### src/rtl/srec_emitter_if.sv
// Memory-read and character-stream bus of the S-record emitter.
// master: emitter side (read_* requests, char_* out); slave: memory/UART side.
interface srec_emitter_if;
  logic        read_request;
  logic [31:0] read_address;
  logic [7:0]  read_data;
  logic        read_valid;
  logic [7:0]  char_data;
  logic        char_valid;
  logic        char_ready;

  modport master (
    output read_request, read_address, char_data, char_valid,
    input  read_data, read_valid, char_ready
  );

  modport slave (
    input  read_request, read_address, char_data, char_valid,
    output read_data, read_valid, char_ready
  );
endinterface

### src/rtl/srec_emitter.sv
// Dumps a memory range as Motorola S3 records plus a closing S7 record.
// Ports: clock, reset_n, start/start_address/byte_count, busy, done, bus.
module srec_emitter (
  input  logic           clock,
  input  logic           reset_n,
  input  logic           start,
  input  logic [31:0]    start_address,
  input  logic [15:0]    byte_count,
  output logic           busy,
  output logic           done,
  srec_emitter_if.master bus
);

  typedef enum logic [3:0] {
    IDLE, TYPE, COUNT, ADDR, FETCH, DATA, CSUM, CR, LF
  } state_t;

  state_t      state, state_d;
  logic [2:0]  nib, nib_d;
  logic        s7;
  logic [15:0] rem;
  logic [4:0]  n;
  logic [4:0]  rec_left;
  logic [31:0] cur, rec_addr, base;
  logic [7:0]  dbyte, sum, cnt;
  logic        sent, done_q;
  logic        acc, go, setup, fin, is_hex;
  logic [3:0]  hv;

  // Record setup: from IDLE it uses the start inputs, otherwise
  // the running remainder and the next read address.
  logic [15:0] rem_src;
  logic [31:0] addr_src, base_src, a_new;
  logic        s7_new;
  logic [4:0]  n_new;
  logic [7:0]  cnt_new, sum_new;

  assign rem_src  = (state == IDLE) ? byte_count : rem;
  assign addr_src = (state == IDLE) ? start_address : cur;
  assign base_src = (state == IDLE) ? start_address : base;
  assign s7_new   = (rem_src == 16'd0);
  assign n_new    = s7_new ? 5'd0 :
                    (rem_src > 16'd16) ? 5'd16 : rem_src[4:0];
  assign a_new    = s7_new ? base_src : addr_src;
  assign cnt_new  = {3'b000, n_new} + 8'd5;
  assign sum_new  = cnt_new + a_new[31:24] + a_new[23:16]
                  + a_new[15:8] + a_new[7:0];

  assign cnt  = {3'b000, n} + 8'd5;
  assign acc  = bus.char_valid & bus.char_ready;
  assign go   = start & (state == IDLE) & ~done_q;
  assign busy = (state != IDLE) | done_q;
  assign done = done_q;
  assign bus.read_address = cur;

  always_ff @(posedge clock or negedge reset_n) begin
    if (!reset_n) begin
      state <= IDLE;
      nib   <= 3'd0;
    end else begin
      state <= state_d;
      nib   <= nib_d;
    end
  end

  always_comb begin
    state_d          = state;
    nib_d            = nib;
    bus.char_valid   = 1'b0;
    bus.char_data    = 8'h00;
    bus.read_request = 1'b0;
    setup            = 1'b0;
    fin              = 1'b0;
    is_hex           = 1'b0;
    hv               = 4'h0;
    unique case (state)
      IDLE: begin
        if (go) begin
          state_d = TYPE;
          nib_d   = 3'd0;
          setup   = 1'b1;
        end
      end
      TYPE: begin
        bus.char_valid = 1'b1;
        bus.char_data  = !nib[0] ? 8'h53 : (s7 ? 8'h37 : 8'h33);
        if (acc) begin
          nib_d = nib + 3'd1;
          if (nib[0]) begin
            state_d = COUNT;
            nib_d   = 3'd0;
          end
        end
      end
      COUNT: begin
        bus.char_valid = 1'b1;
        is_hex         = 1'b1;
        hv             = nib[0] ? cnt[3:0] : cnt[7:4];
        if (acc) begin
          nib_d = nib + 3'd1;
          if (nib[0]) begin
            state_d = ADDR;
            nib_d   = 3'd0;
          end
        end
      end
      ADDR: begin
        bus.char_valid = 1'b1;
        is_hex         = 1'b1;
        hv             = 4'(rec_addr >> {~nib, 2'b00});
        if (acc) begin
          nib_d = nib + 3'd1;
          if (nib == 3'd7) begin
            state_d = s7 ? CSUM : FETCH;
            nib_d   = 3'd0;
          end
        end
      end
      FETCH: begin
        bus.read_request = ~sent;
        if (sent && bus.read_valid) begin
          state_d = DATA;
          nib_d   = 3'd0;
        end
      end
      DATA: begin
        bus.char_valid = 1'b1;
        is_hex         = 1'b1;
        hv             = nib[0] ? dbyte[3:0] : dbyte[7:4];
        if (acc) begin
          nib_d = nib + 3'd1;
          if (nib[0]) begin
            state_d = (rec_left == 5'd0) ? CSUM : FETCH;
            nib_d   = 3'd0;
          end
        end
      end
      CSUM: begin
        bus.char_valid = 1'b1;
        is_hex         = 1'b1;
        hv             = nib[0] ? ~sum[3:0] : ~sum[7:4];
        if (acc) begin
          nib_d = nib + 3'd1;
          if (nib[0]) begin
            state_d = CR;
            nib_d   = 3'd0;
          end
        end
      end
      CR: begin
        bus.char_valid = 1'b1;
        bus.char_data  = 8'h0D;
        if (acc) state_d = LF;
      end
      LF: begin
        bus.char_valid = 1'b1;
        bus.char_data  = 8'h0A;
        if (acc) begin
          nib_d = 3'd0;
          // An S3 record is always followed by another S3 or the S7.
          if (!s7) begin
            state_d = TYPE;
            setup   = 1'b1;
          end else begin
            state_d = IDLE;
            fin     = 1'b1;
          end
        end
      end
      default: state_d = IDLE;
    endcase
    if (is_hex) begin
      bus.char_data = (hv < 4'd10) ? 8'h30 + {4'h0, hv}
                                   : 8'h37 + {4'h0, hv};
    end
  end

  always_ff @(posedge clock or negedge reset_n) begin
    if (!reset_n) begin
      s7       <= 1'b0;
      rem      <= 16'd0;
      n        <= 5'd0;
      rec_left <= 5'd0;
      cur      <= 32'd0;
      rec_addr <= 32'd0;
      base     <= 32'd0;
      dbyte    <= 8'd0;
      sum      <= 8'd0;
      sent     <= 1'b0;
      done_q   <= 1'b0;
    end else begin
      done_q <= fin;
      if (state != FETCH) sent <= 1'b0;
      else if (bus.read_request) sent <= 1'b1;
      if (setup) begin
        s7       <= s7_new;
        n        <= n_new;
        rec_left <= n_new;
        rec_addr <= a_new;
        sum      <= sum_new;
        if (state == IDLE) begin
          rem  <= byte_count;
          cur  <= start_address;
          base <= start_address;
        end
      end
      if (state == FETCH && sent && bus.read_valid) begin
        dbyte    <= bus.read_data;
        sum      <= sum + bus.read_data;
        cur      <= cur + 32'd1;
        rem      <= rem - 16'd1;
        rec_left <= rec_left - 5'd1;
      end
    end
  end

endmodule

### src/flat_wrapper.sv
// flat-port wrapper written by rule: the top's interface ports become plain ports
module srec_emitter_flat 
  (clock, reset_n, start, start_address, byte_count, busy, done, bus_read_request, bus_read_address, bus_char_data, bus_char_valid, bus_read_data, bus_read_valid, bus_char_ready);
  srec_emitter_if bus_i ();
  input  logic clock;
  input  logic reset_n;
  input  logic start;
  input  logic [31:0] start_address;
  input  logic [15:0] byte_count;
  output logic busy;
  output logic done;
  output wire logic [$bits(bus_i.read_request)-1:0] bus_read_request;
  output wire logic [$bits(bus_i.read_address)-1:0] bus_read_address;
  output wire logic [$bits(bus_i.char_data)-1:0] bus_char_data;
  output wire logic [$bits(bus_i.char_valid)-1:0] bus_char_valid;
  input wire logic [$bits(bus_i.read_data)-1:0] bus_read_data;
  input wire logic [$bits(bus_i.read_valid)-1:0] bus_read_valid;
  input wire logic [$bits(bus_i.char_ready)-1:0] bus_char_ready;
  assign bus_read_request = bus_i.read_request;
  assign bus_read_address = bus_i.read_address;
  assign bus_char_data = bus_i.char_data;
  assign bus_char_valid = bus_i.char_valid;
  assign bus_i.read_data = bus_read_data;
  assign bus_i.read_valid = bus_read_valid;
  assign bus_i.char_ready = bus_char_ready;
  srec_emitter u_core (.clock(clock), .reset_n(reset_n), .start(start), .start_address(start_address), .byte_count(byte_count), .busy(busy), .done(done), .bus(bus_i));
endmodule
### config.mk
export PLATFORM = sky130hd
export DESIGN_NAME = srec_emitter_flat
export DESIGN_NICKNAME = d
export VERILOG_FILES = /design/src/rtl/srec_emitter_if.sv /design/src/rtl/srec_emitter.sv /design/src/flat_wrapper.sv
export SDC_FILE = /design/constraint.sdc
export NUM_CORES = 1
export LEC_CHECK = 0
export BUFFER_PORTS_ARGS = -buffer_cell sky130_fd_sc_hd__clkbuf_2
export CORE_ASPECT_RATIO = 1.5
export CORE_MARGIN = 10
export CORE_UTILIZATION = 50
export DETAILED_ROUTE_END_ITERATION = 10
export HOLD_SLACK_MARGIN = 0.15
export PLACE_DENSITY = 0.72
export SLEW_MARGIN = 20
export SYNTH_ARGS = -nofsm -noshare
export SYNTH_HDL_FRONTEND = slang
export SYNTH_SLANG_ARGS = --single-unit
export TNS_END_PERCENT = 100
### constraint.sdc
create_clock -name clock -period 9.95 [get_ports clock]
set_clock_uncertainty 0.05 [all_clocks]
set_input_delay 0.995 -clock clock [delete_from_list [all_inputs] [get_ports clock]]
set_output_delay 0.995 -clock clock [all_outputs]
set_load 0.01 [all_outputs]
# --- Yosys cells after proc, flatten, opt, wreduce, memory -nomap -nowiden ---
# Cells that the tools add are included.
classes:
  n_addsub: 13
  order_cmp: 2
  eq_ne: 25
  shifts: 1
  mux: 61
  bitwise: 9
  n_reduce_logical: 15
ops:
  columns: ["cell", "count"]
  rows:
  - ["2-to-1 mux 32 bit", 5]
  - ["2-to-1 mux 4 bit", 17]
  - ["2-to-1 mux 16 bit", 3]
  - ["adder 8 bit", 5]
  - ["2-to-1 mux 8 bit", 5]
  - ["case mux 4 bit (9 select lines)", 1]
  - ["adder 32 x 1 -> 32 bit, second input constant", 1]
  - [">> shifter 32 x 5 -> 4 bit", 1]
  - ["!= test 2 x 1 -> 1 bit, second input constant", 15]
  - ["2-to-1 mux 3 bit", 8]
  - ["case mux 8 bit (3 select lines)", 1]
  - ["2-to-1 mux 5 bit", 4]
  - ["equality test 4 x 3 -> 1 bit, second input constant", 4]
  - ["> comparator 16 x 5 -> 1 bit, second input constant", 1]
  - ["zero test 16 bit", 1]
  - ["case mux 4 bit (4 select lines)", 1]
  - ["subtractor 16 x 1 -> 16 bit, second input constant", 1]
  - ["case mux 3 bit (5 select lines)", 1]
  - ["adder 6 x 4 -> 7 bit, first input constant", 2]
  - ["AND reduction 14 bit", 1]
  - ["adder 5 x 3 -> 6 bit, second input constant", 2]
  - ["2-to-1 mux 1 bit", 12]
  - ["equality test 4 x 2 -> 1 bit, second input constant", 2]
  - ["inverter 4 bit", 2]
  - ["22 further kinds", 30]
totals:
  reg_bits: 148
  word_cells: 139

# --- Longest topological paths before layout ---
# Gate-level depths: netlist (run 1).
depth:
  word_depth: 12
  ltp_mapped: 27
  mapped_depth_nobuf: 23

# --- Least setup slack after synthesis (run 1) ---
# Ideal clock, no wire load.
synth_path:
  kind: "input-to-reg"
  from: "input port byte_count[14]"
  to: "register u_core.sum[7]"
  t_arrival_ps: 5857
  slack_ps: 3949
  cell_stages: 23
  cell_sequence: "nor4_1 -> nand4_1 -> a211oi_4 -> buf_2 -> buf_2 -> mux2i_1 -> nor2_1 -> a21oi_1 -> fa_1 -> fa_1 -> fa_1 -> inv_1 -> ha_1 -> inv_1 -> fa_1 -> nor2b_1 -> o21ai_0 -> nor2b_1 -> o21bai_1 -> a21oi_1 -> xnor2_1 -> xnor3_1 -> a211oi_1"
synth_via:
  elab_chain_cells: 11
  word_cells_on_any_way: 13
  cone_classes: "5 x add/sub; 1 x order compare; 6 x mux; 1 x reduce/logical"
synth_rtl:
  columns: ["element", "line_no", "text"]
  rows:
  - ["start, declared", "flat_wrapper.sv:9", "input logic [15:0] byte_count;"]
  - ["2-to-1 mux 16 bit (*)", "srec_emitter.sv:38", "assign rem_src = (state == IDLE) ? byte_count : rem;"]
  - ["> comparator 16 x 5 -> 1 bit", "srec_emitter.sv:43", "(rem_src > 16'd16) ? 5'd16 : rem_src[4:0];"]
  - ["2-to-1 mux 5 bit", "srec_emitter.sv:43", null]
  - ["2-to-1 mux 5 bit", "srec_emitter.sv:42", "assign n_new = s7_new ? 5'd0 :"]
  - ["adder 5 x 3 -> 6 bit", "srec_emitter.sv:45", "assign cnt_new = {3'b000, n_new} + 8'd5;"]
  - ["adder 8 bit (2 in a row)", "srec_emitter.sv:46", "assign sum_new = cnt_new + a_new[31:24] + a_new[23:16]"]
  - ["adder 8 bit", "srec_emitter.sv:47", "+ a_new[15:8] + a_new[7:0];"]
  - ["adder 8 bit (*)", "srec_emitter.sv:47", null]
  - ["2-to-1 mux 8 bit (*)", "srec_emitter.sv:195", "if (setup) begin"]
  - ["2-to-1 mux 8 bit (*)", "srec_emitter.sv:207", "if (state == FETCH && sent && bus.read_valid) begin"]
  - ["end signal, assigned", "srec_emitter.sv:200", "sum <= sum_new;"]
  - ["end signal, assigned", "srec_emitter.sv:209", "sum <= sum + bus.read_data;"]
  - ["end, declared", "srec_emitter.sv:25", "logic [7:0] dbyte, sum, cnt;"]
# Every way passes the cells marked *; elsewhere a longest branch is shown, timed or not. The select of a mux whose other input is x is not followed.
# A chain may end at the register's enable or synchronous reset.

# --- Final worst setup path (run 1) ---
layout_path:
  from: "register u_core.state[1]"
  to: "register u_core.sum[7]"
layout_via:
  word_cells_on_any_way: 35
  cone_classes: "5 x add/sub; 1 x order compare; 8 x eq/ne; 12 x mux; 3 x bitwise; 6 x reduce/logical"
layout_lines:
  columns: ["element", "line_no", "text"]
  rows:
  - ["start, declared", "srec_emitter.sv:18", "state_t state, state_d;"]
  - ["start signal, assigned", "srec_emitter.sv:61", "state <= state_d;"]
  - ["zero test 4 bit (*)", "srec_emitter.sv:38, srec_emitter.sv:39, srec_emitter.sv:40", null]
  - ["2-to-1 mux 16 bit", "srec_emitter.sv:38", null]
  - ["zero test 16 bit", "srec_emitter.sv:41", "assign s7_new = (rem_src == 16'd0);"]
  - ["2-to-1 mux 32 bit (*)", "srec_emitter.sv:44", "assign a_new = s7_new ? base_src : addr_src;"]
  - ["net u_core.a_new[1]", "srec_emitter.sv:33", "logic [31:0] addr_src, base_src, a_new;"]
  - ["adder 8 bit (*)", "srec_emitter.sv:47", null]
  - ["2-to-1 mux 8 bit (*)", "srec_emitter.sv:195", null]
  - ["2-to-1 mux 8 bit (*)", "srec_emitter.sv:207", null]
# The timed path passes the listed nets; every way through them passes the cells marked *. The select of a mux whose other input is x is not followed.

==> metrics.md, run 1 <==
| Metric | Value |
|---|---|
| Status | `complete, no violations` |
| Primary FF master, synth | `dfrtp_1` |
| Worst Hold Launch | `u_core.base[6]` |
| Routability cong. | `a little over 0.9` |
| Via density | `slightly below 6` |
| Critical path endpoint category | `register` |
| Net Switching | `0.00188 W` |
| Num CTS Buffers | `17` |
| Cts hold-fix bufs | `0` |
| Pre-antenna DRT Iters | `5` |
| Clock-pin transition on the worst setup and hold timing paths | `0.06 ns` |
| PD cells | `400 nW/um2` |
| CP arrival | `7.42 ns` |
| I/O pins | `105` |
| Number of flops mapped to enable cells by yosys | `0` |
| Reg2Reg Launch Point | `u_core.state[1]` |
| ANT nets after route | `0` |
| Hold crit path type | `reg2reg` |
| Seq/Total Area, Yosys | `39.7%` |
| CP Data Required Time | `10.24 ns` |
| Tightest Pin Transition | `1.02 ns` |
| Final WL | `27500 um` |
| Critical R2R Capture | `u_core.sum[7]` |
| Setup tns final | `0 ns` |
| Tmin final | `between 7 and 8 ns` |
| Clk pwr share | `15.8%` |
| Setup Viol. Count Final | `0` |
| Gate power share | `56.2%` |
| Post-CTS setup buffer count | `0` |
| CTS sink cnt | `148` |
| Yosys cell types | `between 60 and 70` |
| Antenna cells | `0` |
| First-pass GRT wire length | `44700 um` |
| Worst Setup Start Kind | `register` |
| R2R depth | `23` |
| Reg area | `3700 um2` |
| DR iter-0 viols | `708` |
| Area growth syn-to-layout | `14.3%` |
| Slew Limit Fails | `0` |
| Post-Syn Instances | `1051` |
| # DRC | `0` |
| Post-synth ARST share | `100%` |
| Filler instances | `about 1700` |
| DR vias | `8187` |
| Die X | `132 um` |
| Cell internal pwr | `0.00239 W` |
| Sequential share of power | `28.0%` |
| Area leader, netlist | `dfrtp_1` |
| Nets | `approximately 1200` |
| Period utilization | `71.6%` |
| Worst R2R Setup Slack | `around 2.8 ns` |
| Peak supply drop | `323 uV` |
| CTS resizes | `0` |
| Vias in the first global route | `8370` |
| Final Util | `57.8%` |
| Worst-path fanout max | `26` |
| Hold Crit Endpoint | `u_core.base[6]` |
| Synth warn | `0` |
| Worst slew margin | `around 31%` |
| Max cap viols | `0` |
| Largest net degree at the start of global routing | `88` |
| Area of the multi-input gates | `5250 um2` |
| DIE AREA | `24700 um2` |
| Post-synthesis register bit count | `148` |
| CTS tree | `built` |
| Hold depth | `2` |
| Overall Global Routing Usage | `22.3%` |
| Port Buf Inserts | `103` |
| Share of post-route cells with drive strength above 1 | `17.2%` |
| Initial core utilization | `50.6%` |
| Total power | `approximately 0.0043 W` |
| HPWL after DPL | `20000 um` |
| Clk root buf | `clkbuf_16` |
| Switching Share | `roughly 44%` |
| Drt wl/cell | `19.8 um` |
| Final Hold Vio Count | `0` |
| Pleak | `4.84 nW` |
| RSZ-0062 raised after global routing | `false` |
| Core Region | `18500 um2` |
| Top post-synthesis cells by area | `dfrtp_1 40%, nand2_1 9.1%, mux2i_1 4.5%` |
| Critical path type | `reg2reg` |
| Clk buf depth | `2` |
| Clock latency on the worst-skew pair | `0.43 ns` |
| H-tree depth | `4` |
| Initial antenna violation count | `0` |
| Placement Rows | `61` |
| Total gr overflow | `0` |
| Die H | `187 um` |
| Area of the mapped netlist | `9340 um2` |
| FMAX | `0.140 GHz` |
| Synthesized area per cell | `8.88 um2` |
| Top cell type's share of synthesized area | `approximately 40%` |
==> layout by cell type (no fill, tap or decap), drive strengths merged, types with 4 or more instances in the layout <==
cell    instances
a22oi           5
ha             25
nand4          11
o22ai           8
o21ai          67
nand3          25
or2             5
a311oi          5
clkinv          5
o211ai         17
a221oi          5
mux4            8
a211o           6
mux2i          42
fa             20
a211oi         14
o221a           5
nand2         227
nor2           77
a21oi          49
nand2b          9
dfrtp         148
a21o            8
xnor2          15
o221ai          9
inv            44
or3             7
buf            14
nor4           11
nor2b           6
xor2            8
mux2           25
clkbuf        123
nor3           28
o311ai          4
==> power groups by stage <==
stage          clock [W]  combinational, W  sequential, W
5_1_grt         0.000709           0.00269        0.00124
3_5_place_dp           0           0.00238        0.00119
6_report        0.000677           0.00240        0.00120
2_1_floorplan          0           0.00182        0.00107
4_1_cts         0.000683           0.00241        0.00119
3_3_place_gp           0           0.00231        0.00119
==> layer usage <==
layer	vias to the layer above	GRT usage (%)	part of all wire, %
met2	251	39.0	51
met4	0	10.8	4.4
met3	73	3.74	4.0
met5	-	0	0
met1	4000	26.0	40
li1	3863	-	-
==> flip-flops by register name (all words and copies together) (netlist names) <==
signal and cells:
u_core.state 4, u_core.rec_left 5, u_core.done 1, u_core.sum 8
u_core.nib 3, u_core.bus.read_address 32, u_core.rec_addr 32, u_core.s7 1
u_core.n 5, u_core.sent 1, u_core.rem 16, u_core.dbyte 8
u_core.base 32
==> synth_stat cells (all sizes together), types with 3 or more instances <==
master and instances:
inv 43, a22oi 5, or3 7, o21ai 67, and3 3, nor4 11
a221oi 5, a21oi 49, o211a 3, dfrtp 148, mux2 25, clkbuf 45
a211oi 14, nand3 25, nand2 227, or2 5, nor2 77, o211ai 17
nor3 28, nand4 11, mux4 8, mux2i 42, a311oi 5, ha 25
xnor2 15, fa 20, a211o 6, o221ai 9, o221a 5, buf 18
xor2 8, nand3b 3, nand2b 9, o311ai 4, o22ai 8, a21o 8
nor2b 6
==> logic make-up (layout without fill, tap and decap cells) <==
logic type | count (synthesis) | after routing | share of synthesized area [%]
XOR/XNOR | 25 | 25 | 2.64
AND/OR/NAND/NOR | 423 | 423 | 20.0
multiplexers | 75 | 75 | 9.45
adder cells (fa/ha/maj) | 45 | 45 | 7.64
buffers and inverters | 107 | 192 | 4.45
other | 1 | 2 | 0.0402
AO/OA/AOI/OAI | 227 | 227 | 16.1
flip-flops | 148 | 148 | 39.7
==> area by class of cell <==
type	instances	share of cell area (%)
Inverter	44	1.55
Tap cell	252	2.96
Timing Repair Buffer	116	5.81
Multi-Input combinational cell	797	49.2
Sequential cell	148	34.7
Clock inverter	11	1.40
Clock buffer	21	4.41
==> critical path, cell delays in order (launching register included) <==
cell,delay (ns)
dfrtp_1,0.92
or4_1,0.24
buf_4,0.27
nand4_1,0.23
a211oi_4,0.88
buf_4,0.37
mux2i_1,0.19
o21ai_0,0.15
fa_1,0.58
inv_1,0.05
fa_1,0.54
fa_1,0.42
inv_1,0.07
ha_1,0.16
inv_1,0.05
fa_1,0.37
nor2b_1,0.17
o21ai_0,0.12
nor2b_1,0.17
o21bai_1,0.14
a21oi_1,0.10
xnor2_1,0.21
xnor3_1,0.34
a211oi_1,0.23
==> stage by stage <==
stage	hold WS (ns)	worst slack (ns)	cells	instance area, um2
4_1_cts	0.423	2.84	1389	10700
2_1_floorplan	0.390	3.95	1052	9340
5_1_grt	0.444	2.35	1389	10700
3_3_place_gp	0.402	3.05	1357	10000
3_5_place_dp	0.407	2.87	1357	10000
6_report	0.425	2.82	1389	10700
==> worst max path at each step <==
stage	startpoint	endpoint	slack, ns	depth (start not counted)
after floorplan	byte_count[14]	u_core.sum[7]	3.95	23
after global placement	byte_count[14]	u_core.sum[7]	3.05	23
after detailed placement	byte_count[14]	u_core.sum[7]	2.87	23
after CTS	u_core.state[1]	u_core.sum[7]	2.84	23
after global routing	u_core.state[1]	u_core.sum[7]	2.35	23
final	u_core.state[1]	u_core.sum[7]	2.82	23
Note: power is estimated with default switching activity, not from simulation.
==> run 2: changes to the inputs <==
Settings changed: ABC_AREA set to 1, PLACE_DENSITY 0.72 to 0.71.
Clock period 9.95 ns to 7.1 ns, I/O delays scaled along.
==> run 2 against run 1 <==
Flip-flop and latch count did not move. Non-clock buffer count fell by 1. Critical path depth is 10 higher. Worst hold slack worse by 0.12 ns. Global-route usage up 2.6 points.
==> metrics.md, run 2 <==
| Metric | Value |
|---|---|
| Status | `complete, no violations` |
| CTS sink cnt | `148` |
| H-tree depth | `4` |
| Total gr overflow | `0` |
| Max stage delay on crit path | `0.52 ns` |
| # DRC | `0` |
| Via density | `5.78` |
| Setup tns final | `0 ns` |
| DR iter-0 viols | `935` |
| CP Data Required Time | `about 7.4 ns` |
| Reg2Reg Launch Point | `u_core.state[1]` |
| RSZ-0062 raised after global routing | `false` |
| Share of post-route cells with drive strength above 1 | `12.2%` |
| Final WL | `33100 um` |
| Grt met3 use | `5.24%` |
| Slew Limit Fails | `0` |
| Critical R2R Capture | `u_core.sum[7]` |
| Worst-path fanout max | `20` |
| Pre-antenna DRT Iters | `6` |
| Most common cell on crit path | `nand2_1` |
| Max cap viols | `0` |
| Top cell type's share of synthesized area | `36.2%` |
| CP max stage cell | `fa_1` |
| Hold crit path type | `in2async` |
| Tightest Pin Transition | `1.02 ns` |
| Primary FF master, synth | `dfrtp_1` |
| Yosys cell types | `54` |
| Core Region | `around 20000 um2` |
| R2R depth | `33` |
| Critical path endpoint category | `register` |
| Area of the mapped netlist | `between 10000 and 15000 um2` |
| Vias in the first global route | `9927` |
| Die X | `137 um` |
| Drt wl/cell | `about 19 um` |
| Setup Viol. Count Final | `0` |
| Port Buf Inserts | `103` |
| CP arrival | `roughly 6.8 ns` |
| GRT busiest layer | `met2` |
| Seq/Total Area, Yosys | `36.2%` |
| Worst R2R Setup Slack | `just over 0.6 ns` |
| HPWL after DPL | `24600 um` |
| First-pass GRT wire length | `52200 um` |
| ANT nets after route | `0` |
| Number of flops mapped to enable cells by yosys | `0` |
| Area leader, netlist | `dfrtp_1` |
| Initial antenna violation count | `0` |
| Final Hold Vio Count | `0` |
| Worst slew margin | `between 30% and 40%` |
| CTS resizes | `0` |
| DR vias | `10200` |
| Num CTS Buffers | `17` |
| Antenna cells | `0` |
| Period utilization | `91.4%` |
| Synthesized area per cell | `about 7.2 um2` |
| Overall Global Routing Usage | `24.9%` |
| Tmin final | `6.49 ns` |
| M2 GR Usage | `42.4%` |
| Clk root buf | `clkbuf_16` |
| Post-CTS setup buffer count | `0` |
| Synth warn | `0` |
| Met1 usage | `around 29%` |
| Clk buf depth | `2` |
| Post-Syn Instances | `1412` |
| Largest net degree at the start of global routing | `88` |
| Post-synth ARST share | `100%` |
| CTS tree | `built` |
| DIE AREA | `around 27000 um2` |
| Cts hold-fix bufs | `0` |
| Routability cong. | `between 0.9 and 1` |
| Initial core utilization | `50.5%` |
| Commonest cells after routing, fill and taps aside | `362 x nand2_1, 179 x inv_1, 177 x o21ai_0` |
| Post-synth top cells | `363 x nand2_1, 179 x inv_1, 177 x o21ai_0` |
| I/O pins | `around 110` |
| Post-synthesis register bit count | `148` |
| Area growth syn-to-layout | `11.9%` |
| FMAX | `roughly 0.15 GHz` |
| Cell with the most instances after synthesis | `nand2_1` |
| Nets | `about 1600` |
| Critical path type | `reg2reg` |
| Placement Rows | `64` |
| Die H | `195 um` |
| Clock-pin transition on the worst setup and hold timing paths | `0.06 ns` |
| Worst Setup Start Kind | `register` |
| Commonest non-fill, non-tap cell in the layout | `nand2_1` |
| Clock latency on the worst-skew pair | `0.44 ns` |
| Top post-synthesis cells by area | `dfrtp_1 36%, nand2_1 13%, o21ai_0 8.7%` |
run 2: worst max path at each step:
stage,start,slack [ns],end,cells after the start
after floorplan,u_core.state[1],1.84,u_core.sum[7],36
after detailed placement,u_core.state[1],0.77,u_core.sum[7],35
final,u_core.state[1],0.61,u_core.sum[7],33
after global routing,u_core.state[1],0.14,u_core.sum[7],35
after CTS,u_core.state[1],0.66,u_core.sum[7],35
after global placement,u_core.state[1],0.94,u_core.sum[7],35
run 2: critical path, delay by kind of cell, from the launching register on:
family                   cells  cell delay (ns)
AND/OR/NAND/NOR             21             3.17
adder cells (fa/ha/maj)      5             2.09
AO/OA/AOI/OAI                2             0.33
buffers and inverters        5             0.25
flip-flops                   1             0.45
run 2: cells by family (layout without fill, tap and decap cells):
family,after synthesis,count (layout),synth area share (%)
fa+ha+maj,45,45,6.97
flops,148,148,36.2
buf+inv,254,335,10.0
xor+xnor,31,31,2.65
compound gates,319,319,18.0
mux,7,7,0.685
simple gates,607,607,25.5
other cells,1,2,0.0366
run 2: through the flow:
step                instance area, um2  utilization [%]  hold WS (ns)  std cells  setup WS [ns]
global placement                 10900             53.7         0.408       1728          0.937
global route                     11500             56.5         0.365       1758          0.138
detailed placement               10900             53.7         0.417       1728          0.766
CTS                              11500             56.5         0.333       1758          0.656
floorplan                        10200                -         0.364       1413           1.84
finish                           11500             56.5         0.306       1758          0.607
run 2: area by class of cell:
class / instances / area [um2]
fillers: 1945 / 8800
inverters: 190 / 716
clock inverters: 5 / 100
clock buffers: 25 / 475
multi-input cells: 1011 / 5520
flip-flops and latches: 148 / 3700
well taps: 264 / 330
repair buffers: 115 / 612
run 2: routing by layer:
layer / vias to the layer above / part of all wire [%]
li1: 4778 / -
met1: 4838 / 38
met2: 454 / 50
met3: 96 / 7.2
met4: 0 / 5.1
met5: - / 0
Power of run 2 is left out: the tool's default activity adds up to more than one toggle a clock period on the data nets, which glitch-free logic cannot reach.
